<file path="config.mk">
export PLATFORM = sky130hd
export DESIGN_NAME = mem_port_arbiter
export DESIGN_NICKNAME = d
export VERILOG_FILES = /design/src/rtl/mem_arb_pkg.sv /design/src/rtl/mem_arb_timeout.sv /design/src/rtl/mem_port_arbiter.sv
export SDC_FILE = /design/constraint.sdc
export NUM_CORES = 1
export LEC_CHECK = 0
export CAP_MARGIN = 10
export CORE_MARGIN = 4
export CORE_UTILIZATION = 42
export CTS_BUF_LIST = sky130_fd_sc_hd__clkbuf_8
export CTS_CLUSTER_SIZE = 28
export DETAILED_ROUTE_END_ITERATION = 10
export GPL_TIMING_DRIVEN = 0
export PLACE_DENSITY_LB_ADDON = 0.3
export SYNTH_ARGS = -nofsm -noshare
export SYNTH_HDL_FRONTEND = slang
export SYNTH_SLANG_ARGS = --single-unit
</file>
<file path="constraint.sdc">
create_clock -name clk -period 2.79 [get_ports clk]
set_input_delay 0.837 -clock clk [delete_from_list [all_inputs] [get_ports clk]]
set_output_delay 0.837 -clock clk [all_outputs]
set_load 0.005 [all_outputs]
</file>
<file path="src/rtl/mem_arb_pkg.sv">
// Shared encodings for the memory port arbiter: FSM states, bus sizes, grant ids.
// The round-robin option is selected with MEM_ARB_RR_EN in the top module.
package mem_arb_pkg;

  typedef enum logic [1:0] {
    IDLE    = 2'd0,
    GRANT_I = 2'd1,
    GRANT_D = 2'd2
  } arb_state_t;

  localparam logic [1:0] SIZE_B = 2'b00;
  localparam logic [1:0] SIZE_H = 2'b01;
  localparam logic [1:0] SIZE_W = 2'b10;

  localparam logic GRANT_I_ID = 1'b0;
  localparam logic GRANT_D_ID = 1'b1;

  typedef struct packed {
    logic        write;
    logic [1:0]  size;
    logic [31:0] addr;
    logic [31:0] wdata;
  } bus_req_t;

endpackage

</file>
<file path="src/rtl/mem_arb_timeout.sv">
// Grant watchdog: counts wait cycles of one bus access and flags the cycle
// in which the count reaches LIMIT.
module mem_arb_timeout #(
  parameter int LIMIT = 256
) (
  input  logic clk,
  input  logic rst,
  input  logic clr,
  input  logic inc,
  output logic expire
);

  localparam int CNT_W = $clog2(LIMIT + 1);
  localparam logic [CNT_W-1:0] LAST = CNT_W'(LIMIT - 1);

  logic [CNT_W-1:0] cnt;

  always_ff @(posedge clk) begin
    if (rst || clr) begin
      cnt <= '0;
    end else if (inc) begin
      cnt <= cnt + 1'b1;
    end
  end

  // Expiry fires on the wait cycle whose increment would reach LIMIT, so the
  // abort lands exactly LIMIT wait cycles after the grant.
  assign expire = inc && (cnt == LAST);

endmodule

</file>
<file path="src/rtl/mem_port_arbiter.sv">
// Arbitrates the single memory port between fetch (I) and data (D) requesters.
// Define MEM_ARB_RR_EN for round-robin on contention; default is D-over-I priority.
module mem_port_arbiter
  import mem_arb_pkg::*;
#(
  parameter int TIMEOUT_CYCLES = 256
) (
  input  logic        clk,
  input  logic        rst,
  input  logic        i_req,
  input  logic [31:0] i_addr,
  output logic [31:0] i_rdata,
  output logic        i_done,
  output logic        i_stall,
  input  logic        d_req,
  input  logic        d_write,
  input  logic [1:0]  d_size,
  input  logic [31:0] d_addr,
  input  logic [31:0] d_wdata,
  output logic [31:0] d_rdata,
  output logic        d_done,
  output logic        d_stall,
  output logic        m_req,
  output logic        m_write,
  output logic [1:0]  m_size,
  output logic [31:0] m_addr,
  output logic [31:0] m_wdata,
  input  logic [31:0] m_rdata,
  input  logic        m_ready_n,
  input  logic        m_busy,
  output logic        timeout_err
);

  arb_state_t  state, state_nxt;
  bus_req_t    bus_p1, bus_nxt;
  logic        m_req_p1, m_req_nxt;
  logic        i_done_p1, i_done_nxt;
  logic        d_done_p1, d_done_nxt;
  logic [31:0] i_rdata_p1, i_rdata_nxt;
  logic [31:0] d_rdata_p1, d_rdata_nxt;
  logic        err_p1, err_nxt;
  logic        i_elig, d_elig, pick_d, pick_i, grant_any;
  logic        tmo_clr, tmo_inc, tmo_expire;

  // A requester showing done is still holding the access just finished.
  assign i_elig = i_req & ~i_done_p1;
  assign d_elig = d_req & ~d_done_p1;

`ifdef MEM_ARB_RR_EN
  logic last_grant_p1;

  assign pick_d = d_elig & (~i_elig | (last_grant_p1 != GRANT_D_ID));

  always_ff @(posedge clk) begin
    if (rst) begin
      last_grant_p1 <= GRANT_D_ID;
    end else if (grant_any) begin
      last_grant_p1 <= pick_d ? GRANT_D_ID : GRANT_I_ID;
    end
  end
`else
  assign pick_d = d_elig;
`endif

  assign pick_i    = i_elig & ~pick_d;
  assign grant_any = (state == IDLE) & ~m_busy & (pick_d | pick_i);
  assign tmo_clr   = grant_any;
  assign tmo_inc   = (state != IDLE) & m_ready_n;

  always_comb begin
    state_nxt   = state;
    bus_nxt     = bus_p1;
    m_req_nxt   = m_req_p1;
    i_done_nxt  = 1'b0;
    d_done_nxt  = 1'b0;
    i_rdata_nxt = i_rdata_p1;
    d_rdata_nxt = d_rdata_p1;
    err_nxt     = err_p1;
    case (state)
      IDLE: begin
        if (grant_any) begin
          m_req_nxt = 1'b1;
          if (pick_d) begin
            state_nxt     = GRANT_D;
            bus_nxt.write = d_write;
            bus_nxt.size  = d_size;
            bus_nxt.addr  = d_addr;
            bus_nxt.wdata = d_write ? d_wdata : '0;
          end else begin
            state_nxt     = GRANT_I;
            bus_nxt.write = 1'b0;
            bus_nxt.size  = SIZE_W;
            bus_nxt.addr  = i_addr;
            bus_nxt.wdata = '0;
          end
        end
      end
      GRANT_I, GRANT_D: begin
        if (~m_ready_n || tmo_expire) begin
          state_nxt = IDLE;
          bus_nxt   = '0;
          m_req_nxt = 1'b0;
          if (state == GRANT_I) begin
            i_done_nxt = 1'b1;
          end else begin
            d_done_nxt = 1'b1;
          end
          // A real answer in the expiry cycle counts as a normal completion.
          if (~m_ready_n) begin
            if (state == GRANT_I) begin
              i_rdata_nxt = m_rdata;
            end else if (~bus_p1.write) begin
              d_rdata_nxt = m_rdata;
            end
          end else begin
            err_nxt = 1'b1;
            if (state == GRANT_I) begin
              i_rdata_nxt = '0;
            end else begin
              d_rdata_nxt = '0;
            end
          end
        end
      end
      default: begin
        state_nxt = IDLE;
        bus_nxt   = '0;
        m_req_nxt = 1'b0;
      end
    endcase
  end

  // Stage p1: registered bus request, completion pulses and read data.
  always_ff @(posedge clk) begin
    if (rst) begin
      state      <= IDLE;
      bus_p1     <= '0;
      m_req_p1   <= 1'b0;
      i_done_p1  <= 1'b0;
      d_done_p1  <= 1'b0;
      i_rdata_p1 <= '0;
      d_rdata_p1 <= '0;
      err_p1     <= 1'b0;
    end else begin
      state      <= state_nxt;
      bus_p1     <= bus_nxt;
      m_req_p1   <= m_req_nxt;
      i_done_p1  <= i_done_nxt;
      d_done_p1  <= d_done_nxt;
      i_rdata_p1 <= i_rdata_nxt;
      d_rdata_p1 <= d_rdata_nxt;
      err_p1     <= err_nxt;
    end
  end

  generate
    if (TIMEOUT_CYCLES > 0) begin : g_tmo
      mem_arb_timeout #(
        .LIMIT(TIMEOUT_CYCLES)
      ) u_tmo (
        .clk    (clk),
        .rst    (rst),
        .clr    (tmo_clr),
        .inc    (tmo_inc),
        .expire (tmo_expire)
      );
    end else begin : g_no_tmo
      logic tmo_unused;
      assign tmo_unused = tmo_clr ^ tmo_inc;
      assign tmo_expire = 1'b0;
    end
  endgenerate

  assign m_req       = m_req_p1;
  assign m_write     = bus_p1.write;
  assign m_size      = bus_p1.size;
  assign m_addr      = bus_p1.addr;
  assign m_wdata     = bus_p1.wdata;
  assign i_rdata     = i_rdata_p1;
  assign d_rdata     = d_rdata_p1;
  assign i_done      = i_done_p1;
  assign d_done      = d_done_p1;
  assign timeout_err = err_p1;
  assign i_stall     = i_req & ~i_done_p1;
  assign d_stall     = d_req & ~d_done_p1;

endmodule
</file>
### Yosys cells after proc, flatten, opt, wreduce, memory -nomap -nowiden

Cells that the tools add are included.

* flip-flop bits (word level): 146
* RAM bits: 0
* bits in read-only memories: 0
* memories: 0
* input bits: 137
* word-level logic and storage cells: 66
* bits in latches: 0

* shifts and indexed selects: 0
* bitwise gates (word level): 15
* reduce and logical (&&, ||, !) cells: 11
* equal/unequal tests: 6
* mux-type cells: 21
* order comparisons: 0
* div/mod/pow operators: 0
* $add $sub $neg: 1
* multiply operators: 0

Operators with widths (count)
* 2-to-1 mux 32 bit: 8
* 2-to-1 mux 67 bit: 3
* one-hot mux 67 bit (2 select lines): 1
* adder 9 x 1 -> 9 bit, second input constant: 1
* == test 9 x 8 -> 1 bit, second input constant: 1
* inverter 1 bit: 8
* AND 1 bit: 6
* 2-to-1 mux 2 bit: 3
* AND reduction 3 bit: 2
* 2-to-1 mux 1 bit: 4
* inequality test 2 bit, second input constant: 2
* one-hot mux 2 bit (2 select lines): 1
* AND reduction 4 bit: 1
* OR reduction 3 bit: 1
* == test 2 x 1 -> 1 bit, second input constant: 1
* == test 2 bit, second input constant: 1
* logical NOT 2 bit: 1
* logical OR 1 bit: 2
* inequality test 2 x 1 -> 1 bit, second input constant: 1
* one-hot mux 1 bit (2 select lines): 1
* AND reduction 2 bit: 1
* nonzero test 2 bit: 1
* OR reduction 2 bit: 1
* logical AND 1 bit: 1
* OR 1 bit: 1

### Logic depth before layout (Yosys ltp)

* depth after elaboration: 8
* depth in mapped cells: 10
* gate-level depth less buffers: 8

### Cells and area by module

Synthesis repeated with hierarchy kept, for this count alone.

* cells, all modules: 594
* area total of the unflattened synthesis: 5806.8 µm²

By module, submodules not included
* mem_port_arbiter: area each 5397.7 µm², times used 1, cells an instance 548
* mem_arb_timeout: area each 409.1 µm², times used 1, cells an instance 46

### Least setup slack after synthesis

No wires, ideal clock.

* path kind: input -> register
* start point: in d_req
* end point: reg bus_p1 (netlist bit m_write)
* setup slack: 800 ps
* setup time: 121 ps
* stages: 5
* arrival time: 1869 ps
* cells stage by stage: nand2b_4 buf_6 a21o_4 a21oi_4 mux2_4

* cells in the longest elaborated chain, start to end: 7

RTL lines
* start, declared: RTL line mem_port_arbiter.sv:15 `input logic d_req,`
* AND 1 bit *: RTL line mem_port_arbiter.sv:47 `assign d_elig = d_req & ~d_done_p1;`
* inverter 1 bit: RTL line mem_port_arbiter.sv:65 `assign pick_i = i_elig & ~pick_d;`
* AND 1 bit: RTL line mem_port_arbiter.sv:65
* OR 1 bit: RTL line mem_port_arbiter.sv:66 `assign grant_any = (state == IDLE) & ~m_busy & (pick_d | pick_i);`
* AND 1 bit: RTL line mem_port_arbiter.sv:66
* inequality test 2 x 1 -> 1 bit (no line)
* AND reduction 2 bit (no line)
* end signal, assigned: RTL line mem_port_arbiter.sv:146 `bus_p1 <= bus_nxt;`
* end, declared: RTL line mem_port_arbiter.sv:35 `bus_req_t bus_p1, bus_nxt;`

Mark *: on every way between the ends. The rest lies on a longest branch, timed or not. The select of a mux whose other input is x is not followed.
A chain may end at the register's enable or synchronous reset.

### Worst setup path in the final report

* start point: in d_req
* end point: out d_stall

* cells in the longest elaborated chain, start to end: 1

RTL lines
* AND 1 bit: RTL line mem_port_arbiter.sv:185 `assign d_stall = d_req & ~d_done_p1;`
* end, declared: RTL line mem_port_arbiter.sv:22 `output logic d_stall,`

No other way between the ends.

==> results.cfg <==
[sta]
hold_viol = 0
slew-limit-headroom_pct = 62.0
tightest_slew_ns = 0.571
period_minus_slack_ns = 2.59
skew_ns = 0.0129
finalCritPeriodShare_pct = 92.7
finalSetupViolations = 0
rsz0062_at_grt = false
fmax_mhz = 387
slew_viol_final = 0
whs_ns = 0.453

[synthesis]
syn_area_um2 = 5840
synth.yosys.seq_area_share_pct = 50.0
synthDistinctLibCells = 40
avgSynthCellArea_um2 = 9.64
yosys_register_bits = 146
postSynthCellCount = 606
synth_warnings = 0
syn_nets = 747

[layout]
fin_area_um2 = 9220
area_delta_synth_final_pct = 57.8
nets = 1038
post-route-util_pct = 68.5
diodes = 0
drive_gt1_share_pct = 7.58
final_cell_mix = 270 x clkdlybuf4s50_1, 146 x dfxtp_1, 73 x nand2_1
layout_commonest_cell = clkdlybuf4s50_1
fin_cells = 1086

[hold_path]
hp-start = d_rdata[13]$_SDFFE_PP0P_
min_path_type = flip-flop to flip-flop
whs_endpoint = d_rdata[13]$_SDFFE_PP0P_
min_path_cells = 2

[worst_setup_path]
reg2regPathDepth = 9
reg2reg_from = g_tmo.u_tmo.cnt[2]$_SDFFE_PP0P_
slowest_stage = clkdlybuf4s50_1
path_class = input pin to output pin
crit_required_ns = 1.95
critPathLaunchType = input pin
crit_path_end_kind = output pin
critPathMaxFanout = 3
worst-r2r-setup-slack_ns = 0.57
rr_endpoint = m_wdata[23]$_SDFFE_PP0P_
path_cells = clkdlybuf4s50_1 -> nand2b_4 -> inv_1 -> dlygate4sd2_1
cp_data_arrival_time_ns = 1.75
crit_buf_inv = 3
critPathMaxStageDelay_ns = 0.50
critPathTopFamily = buffers and inverters

[routing]
drc = 0
drt-initial-drc-count = 248
dr.pass1.iters = 5
drt_wl_total_um = 18800
vias = 5551
routed_via_density = 5.11
ant_nets = 0
wl_per_cell_um = 17.3

[placement]
dp_hpwl_um = 14700
place_congestion = 0.924
port_buffers = 272
dp.cells = 1054
placed_cell_area_um2 = 8790

[clocking]
cts_setup_buffers = 0
clkLatencyLatePin_ns = 0.44
cts_buffers = 17
cts_buffer_depth = 2
cts.sinks = 146
hold_buffers = 0
htreeDepth = 4
cts_tree = yes
clkSlewWorstSetupHoldPaths_ns = 0.08
clockRootBuffer = clkbuf_8
post_cts_resized = 3

[die]
fp.dieH_um = 126
ioPinCount = 274
core_area_um2 = 13500
initial_core_util_pct = 43.4
die_w_um = 126
die_area_um2 = 15900
rows = 42

[global_routing]
grt_overflow = 0
grt_pass1_vias = 5861
antenna_found_initial = 0
grt_start_max_net_pins = 17
track_usage_pct = 23.1
grt_pass1_wl_um = 29700

[power]
comb_power_share_pct = 18.6
p_int_mw = 3.66
clockPowerShare_pct = 35.8
switchingPower_mw = 1.23
sequentialPowerShare_pct = 45.6
p_sw_share_pct = 25.2
p_total_mw = 4.88
power_density_nw_per_um2 = 530
p_leak_nw = 3.42
ir_drop_v = 0.000453

[outcome]
status = finished clean

[run]
cap_viol_max_count = 0
## state kept, by name, summed over array words and instances, names as in the netlist, 2 cells and up
register	flops
d_rdata	32
i_rdata	32
m_addr	32
m_wdata	32
g_tmo.u_tmo.cnt	9
m_size	2
state	2
## cells in the mapped netlist
cell	number	area share, %
and4b_1	1	0.17
xor2_1	4	0.60
a21o_1	2	0.26
clkbuf_1	19	1.2
and3b_1	1	0.15
buf_4	3	0.39
nor3_1	3	0.26
nand2_1	73	4.7
xnor2_1	3	0.45
nand3_1	37	3.2
mux2_4	1	0.26
and3_1	2	0.21
buf_2	21	1.8
nor2b_1	5	0.54
o21ai_1	1	0.086
dfxtp_1	146	50
a21oi_4	1	0.28
a21oi_1	35	3.0
o2bb2ai_1	33	4.9
buf_1	1	0.064
inv_2	1	0.064
o21a_1	1	0.13
inv_1	6	0.39
mux2i_1	65	11
nand3b_1	1	0.13
a22oi_1	33	4.2
and3_4	1	0.19
buf_6	1	0.19
a31oi_4	1	0.36
a211oi_1	1	0.13
buf_12	3	1.0
nand2b_1	34	3.6
ha_1	4	0.86
a21bo_1	1	0.17
a21o_4	1	0.26
a22o_1	1	0.15
a31oi_1	4	0.43
nand2b_4	2	0.47
nand4_1	2	0.21
nor2_1	51	3.3
## area by class of cell
type,count,area [um2]
fill,1082,4230
inverter,7,26.3
buffer,48,274
timing repair buffer,272,2720
clock buffer,20,275
tap,176,220
sequential,146,2920
clock inverter,12,154
multi-input combinational,405,2630
## cells by family after synthesis
logic type               after synthesis  synth area share (%)
XOR/XNOR                               7                  1.05
buffers and inverters                 55                  5.14
flip-flops                           146                  50.0
adder cells (fa/ha/maj)                4                 0.857
AND/OR/NAND/NOR                      213                  17.1
AO/OA/AOI/OAI                        115                  14.4
multiplexers                          66                  11.4
## routing by layer
metal | part of all wire, % | GRT usage [%] | routed length, um | up-vias
met1 | 39 | 24.7 | 7280 | 2629
met4 | 1.9 | 7.26 | 361 | 0
met2 | 51 | 40.7 | 9500 | 219
met3 | 8.7 | 10.7 | 1640 | 27
li1 | - | - | - | 2676
met5 | 0 | 0 | 0 | -
## how the worst max path moves through the flow
| stage | startpoint | end | depth (start not counted) |
|---|---|---|---|
| 6_report | d_req | d_stall | 4 |
| 5_1_grt | d_req | d_stall | 4 |
| 4_1_cts | d_req | d_stall | 4 |
| 3_5_place_dp | d_req | d_stall | 4 |
| 3_3_place_gp | i_req | i_stall | 4 |
| 2_1_floorplan | d_req | m_write$_SDFFE_PP0P_ | 5 |
## power by group through the flow
stage	Clock, mW	Combinational [mW]	Sequential [mW]
after floorplan	0	0.411	2.28
after global placement	0	0.889	2.27
after detailed placement	0	0.913	2.28
after CTS	1.79	0.918	2.23
after global routing	1.90	0.978	2.24
final	1.75	0.911	2.23
## worst register-to-register path, cell delays in order, from the launching register on
cell	delay [ns]
dfxtp_1	0.41
and3_1	0.22
nand3_1	0.09
nor2_1	0.14
ha_1	0.25
nand2b_4	0.09
and3_4	0.21
a21oi_4	0.34
buf_12	0.20
mux2i_1	0.20
## metrics by stage
step           setup slack, ns  TNS, ns
4_1_cts                  0.190        0
5_1_grt                  0.164        0
2_1_floorplan            0.800        0
3_5_place_dp           -0.0757   -0.146
6_report                 0.205        0
3_3_place_gp           -0.0597   -0.116
No activity file was read; power rests on OpenSTA's default activity.
